**src/rtl/per_req_slice_pe.sv**
```systemverilog
// Registered request/response slice ahead of a peripheral target: 2-entry request buffer,
// one response register stage, and an in-flight counter that throttles the upstream grant.
module per_req_slice_pe #(
  parameter int ID_WIDTH        = 20,
  parameter int ADDR_WIDTH      = 32,
  parameter int DATA_WIDTH      = 32,
  parameter int BE_WIDTH        = DATA_WIDTH / 8,
  parameter int MAX_OUTSTANDING = 4
) (
  input  logic                                     clk,
  input  logic                                     rst,
  input  logic                                     data_req_i,
  input  logic [ADDR_WIDTH-1:0]                    data_add_i,
  input  logic                                     data_wen_i,
  input  logic [5:0]                               data_atop_i,
  input  logic [DATA_WIDTH-1:0]                    data_wdata_i,
  input  logic [BE_WIDTH-1:0]                      data_be_i,
  input  logic [ID_WIDTH-1:0]                      data_ID_i,
  output logic                                     data_gnt_o,
  output logic                                     data_req_o,
  output logic [ADDR_WIDTH-1:0]                    data_add_o,
  output logic                                     data_wen_o,
  output logic [5:0]                               data_atop_o,
  output logic [DATA_WIDTH-1:0]                    data_wdata_o,
  output logic [BE_WIDTH-1:0]                      data_be_o,
  output logic [ID_WIDTH-1:0]                      data_ID_o,
  input  logic                                     data_gnt_i,
  input  logic                                     data_r_valid_i,
  input  logic [ID_WIDTH-1:0]                      data_r_ID_i,
  input  logic [DATA_WIDTH-1:0]                    data_r_rdata_i,
  input  logic                                     data_r_opc_i,
  output logic                                     data_r_valid_o,
  output logic [ID_WIDTH-1:0]                      data_r_ID_o,
  output logic [DATA_WIDTH-1:0]                    data_r_rdata_o,
  output logic                                     data_r_opc_o,
  output logic [$clog2(MAX_OUTSTANDING+1)-1:0]     outstanding_o,
  output logic                                     proto_err_o
);

  localparam int CW = $clog2(MAX_OUTSTANDING + 1);
  localparam logic [CW-1:0] MAX_C = CW'(MAX_OUTSTANDING);

  typedef struct packed {
    logic [ADDR_WIDTH-1:0] add;
    logic                  wen;
    logic [5:0]            atop;
    logic [DATA_WIDTH-1:0] wdata;
    logic [BE_WIDTH-1:0]   be;
    logic [ID_WIDTH-1:0]   id;
  } req_t;

  req_t          r_mem [2];
  logic          r_wptr;
  logic          r_rptr;
  logic [1:0]    r_cnt;
  logic [CW-1:0] r_out;
  logic          r_perr;

  req_t w_in;
  req_t w_head;
  logic w_push;
  logic w_pop;

  // Grant comes from registered state only (rst gating keeps it low during reset),
  // so the upstream arbiter tree never sees a path from the downstream grant.
  assign data_gnt_o = ~rst & (r_cnt != 2'd2) & (r_out < MAX_C);
  assign data_req_o = (r_cnt != 2'd0);
  assign w_push     = data_req_i & data_gnt_o;
  assign w_pop      = data_req_o & data_gnt_i;

  assign w_in   = {data_add_i, data_wen_i, data_atop_i, data_wdata_i, data_be_i, data_ID_i};
  assign w_head = r_mem[r_rptr];
  assign {data_add_o, data_wen_o, data_atop_o, data_wdata_o, data_be_o, data_ID_o} = w_head;

  always_ff @(posedge clk or posedge rst) begin
    if (rst) begin
      r_mem[0] <= '0;
      r_mem[1] <= '0;
      r_wptr   <= 1'b0;
      r_rptr   <= 1'b0;
      r_cnt    <= 2'd0;
    end else begin
      if (w_push) begin
        r_mem[r_wptr] <= w_in;
        r_wptr        <= ~r_wptr;
      end
      if (w_pop) begin
        r_rptr <= ~r_rptr;
      end
      case ({w_push, w_pop})
        2'b10:   r_cnt <= r_cnt + 2'd1;
        2'b01:   r_cnt <= r_cnt - 2'd1;
        default: r_cnt <= r_cnt;
      endcase
    end
  end

  // A response with nothing in flight is flagged and never underflows the count.
  always_ff @(posedge clk or posedge rst) begin
    if (rst) begin
      r_out  <= '0;
      r_perr <= 1'b0;
    end else if (w_push && !data_r_valid_i) begin
      r_out <= r_out + CW'(1);
    end else if (!w_push && data_r_valid_i) begin
      if (r_out == '0) begin
        r_perr <= 1'b1;
      end else begin
        r_out <= r_out - CW'(1);
      end
    end
  end

  assign outstanding_o = r_out;
  assign proto_err_o   = r_perr;

  always_ff @(posedge clk or posedge rst) begin
    if (rst) begin
      data_r_valid_o <= 1'b0;
      data_r_ID_o    <= '0;
      data_r_rdata_o <= '0;
      data_r_opc_o   <= 1'b0;
    end else begin
      data_r_valid_o <= data_r_valid_i;
      data_r_ID_o    <= data_r_ID_i;
      data_r_rdata_o <= data_r_rdata_i;
      data_r_opc_o   <= data_r_opc_i;
    end
  end

endmodule
```
**config.mk**
```make
export PLATFORM = sky130hd
export DESIGN_NAME = per_req_slice_pe
export DESIGN_NICKNAME = d
export VERILOG_FILES = /design/src/rtl/per_req_slice_pe.sv
export SDC_FILE = /design/constraint.sdc
export NUM_CORES = 1
export LEC_CHECK = 0
export ABC_AREA = 1
export BUFFER_PORTS_ARGS = -buffer_cell sky130_fd_sc_hd__buf_4
export CORE_ASPECT_RATIO = 1.5
export CORE_MARGIN = 2
export CORE_UTILIZATION = 44
export CTS_CLUSTER_DIAMETER = 80
export DETAILED_ROUTE_END_ITERATION = 6
export PLACE_DENSITY_LB_ADDON = 0.25
export REMOVE_ABC_BUFFERS = 1
export SYNTH_ARGS = -nofsm -noshare
export SYNTH_HDL_FRONTEND = slang
export SYNTH_SLANG_ARGS = --single-unit
```
**constraint.sdc**
```tcl
create_clock -name clk -period 20.8 [get_ports clk]
set_input_delay 1.04 -clock clk [delete_from_list [all_inputs] [get_ports clk]]
set_output_delay 1.04 -clock clk [all_outputs]
set_load 0.03 [all_outputs]
```
==> run metrics <==
antenna-violating nets left 0; NumNets Final 1658; Layout area overhead 30.01%; Tcrit/Tclk final 18.16%; Fmax 0.2648 GHz; I/O pin count 308; I/O Buffers 307; status complete, no violations; antenna violations before repair 1; Logic pwr share 46.0%; Hold Crit Endpoint r_mem[76]; Clock Tree Root clkbuf_16; area of the mapped netlist 10520 sq um; clock skew 0.006241 ns; Hold Buf Count CTS 0; CP Launch Type flop; worst hold start r_mem[76]; register area 6314 sq um; drt wl/cell 15.97 microns; Worst-path clk slew 0.07 ns; max cap viols 0; CTS sink count 252; Synth area leaders dfrtp_1 60%, nand2_1 24%, nand3_1 9.2%, buf_6 1.2%, buf_2 1.1%; Pint 1.277 mW; fin crit period 3.776 ns; Post-Synthesis Cells 1241; area occupied by multi-input gates 3717 sq um; Crit Reg-Reg Startpoint r_wptr; Worst Hold Class reg -> reg; num rows 69; number of global-route vias before repair 9366; post-DP HPWL 18230 microns; setup violators final 0; initial DRC count 664; Critical Path Sink Type output pin; worst-margin pin slew 1.037 ns; Max Slew Vio Count 0; worst setup path class reg -> out; Clock Latency Late Sink 0.51 ns; GPL Wtd Cong 0.7748; die width 130.3 microns; Post-Place Cell Area 12870 sq um; largest net degree at the start of global routing 102; final core utilization 58.03%; WP data required 19.76 ns; CTS HTree Levels 1; Die ar. 25190 sq um; leading area contributor after synthesis dfrtp_1; sequential group share of total power 34.6%; R2R setup slack 17.71 ns; total iterations of the first detailed-routing run 5; VDD IR max 90.72 uV; sw frac 43.83%; Synth Register Bits 252; PostCTS Resize Cnt 0; Finished Cell Area 13680 sq um; Clock Path Buffers 3; Routed WL 29360 microns; WHS Path Cells 2; PwrDens 166.2 nW/um^2; Crit Path Max Fanout 83; filler instances 2213; Vias/cell 5.033; initial core utilization 44.64%; leak pwr 7.620 nW; GRT overflow 0; Seq/Total Area, Yosys 59.94%; CTS buffer count 24; share of cells above drive strength 1 24.18%; synthesized area per cell 8.477 sq um; Post-CTS Setup Bufs 0; synth unique cells 26; RR Endpoint r_mem[120]; vias 9250; clock share of power 19.3%; final hold vios 0; RSZ-0062 raised after global routing false; Die Span Y 193.4 microns; first-pass GRT wire length 46860 microns; r2r worst-path depth 5; max_slew headroom 30.83%; GRT Util Overall 23.41%; Synth top area share 59.94%; DRC viols 0; YS warnings 0; setup TNS 0 ns; Switching Power 0.9961 mW; CTS tree yes; core area 23570 sq um; Worst EP arrival 2.74 ns
## logic make-up (layout without fill, tap and decap cells)
kind of cell,count (synthesis),after routing,synth area share (%)
buf+inv,97,374,4.888
other cells,0,1,0
xor+xnor,3,3,0.2498
flops,252,252,59.94
compound gates,2,2,0.1308
fa+ha+maj,4,4,0.5471
simple gates,883,883,34.24
## how the worst max path moves through the flow
stage          slack (ns)              end    from  cells past startpoint
6_report            17.02   data_atop_o[4]  r_rptr                      5
5_1_grt             16.87  data_wdata_o[6]  r_rptr                      5
4_1_cts             17.00   data_atop_o[4]  r_rptr                      5
3_5_place_dp        17.15        r_mem[26]     rst                      8
3_3_place_gp        17.19        r_mem[47]     rst                      8
2_1_floorplan       12.83   data_r_ID_o[0]     rst                      1
## layout make-up
type,instances,area share [%]
Sequential cell,252,46.16
Clock buffer,40,5.571
Timing Repair Buffer,317,17.40
Tap cell,319,2.918
Antenna cell,1,0.01830
Inverter,14,0.4574
Clock inverter,3,0.2927
Multi-Input combinational cell,892,27.18
## placed cells by master, fill, tap and decap left out
cell type / synthesis / routed
clkbuf_16: 0 / 25
inv_2: 2 / 1
xnor2_1: 1 / 1
dfrtp_4: 0 / 2
nand3b_1: 1 / 1
buf_4: 10 / 317
nand2_4: 1 / 1
clkinv_2: 0 / 4
inv_8: 0 / 1
or2_2: 1 / 1
clkbuf_8: 0 / 8
a21oi_1: 1 / 1
nand4_4: 0 / 2
nand4_1: 1 / 1
a31o_2: 1 / 1
fa_1: 1 / 1
clkbuf_1: 28 / 7
xor2_1: 2 / 2
nor2_2: 1 / 1
diode_2: 0 / 1
nor2_4: 1 / 1
ha_1: 3 / 3
inv_1: 11 / 10
dfrtp_1: 252 / 250
nor2_1: 1 / 1
bufinv_16: 0 / 1
nand2_1: 680 / 680
nand3_1: 193 / 193
nand2_2: 1 / 1
## through the flow
step,hold WS (ns),power (mW),worst slack (ns),cells
6_report,0.4780,2.273,17.02,1838
3_5_place_dp,0.4649,1.846,17.15,1794
3_3_place_gp,0.4615,1.829,17.19,1794
4_1_cts,0.4816,2.294,17.00,1837
2_1_floorplan,0.4489,1.433,12.83,1158
5_1_grt,0.4947,2.422,16.87,1838
## per-layer routing
layer	vias to the layer above	track usage [%]	wire length [microns]
li1	4389	-	-
met1	4442	27.63	11120
met2	360	41.50	15330
met3	59	4.452	1912
met4	0	9.080	1002
met5	-	0	0
## worst max-delay path, cell delays in order, from the launching register on
cell and delay (ns):
dfrtp_4 0.65, clkinv_2 0.24, buf_4 0.83, nand2_1 0.11, nand2_1 0.17, buf_4 0.18
## flip-flops by register name (all words and copies together) (netlist names), 2 cells and up
| name | flops |
|---|---|
| data_r_rdata_o | 32 |
| outstanding_o | 3 |
| r_cnt | 2 |
| r_mem | 190 |
| data_r_ID_o | 20 |
## synth_stat cells
master    number
a21oi_1        1
nand2_2        1
xor2_1         2
a31o_2         1
dfrtp_1      252
nor2_1         1
inv_2          2
nor2_2         1
buf_2         24
xnor2_1        1
buf_4         10
nand3_1      193
ha_1           3
buf_1         10
nand2_1      680
clkbuf_1      28
inv_1         11
nand3b_1       1
nand4_2        2
or2_2          1
buf_6         11
fa_1           1
nand4_1        1
nand2_4        1
clkinv_1       1
nor2_4         1
## power by group through the flow
stage	combinational [mW]	clock [mW]	sequential, mW
after detailed placement	1.05	0	0.791
after floorplan	0.629	0	0.804
after global placement	1.04	0	0.785
after CTS	1.06	0.451	0.785
after global routing	1.14	0.470	0.808
final	1.05	0.440	0.787
Note: power is estimated with default switching activity, not from simulation.
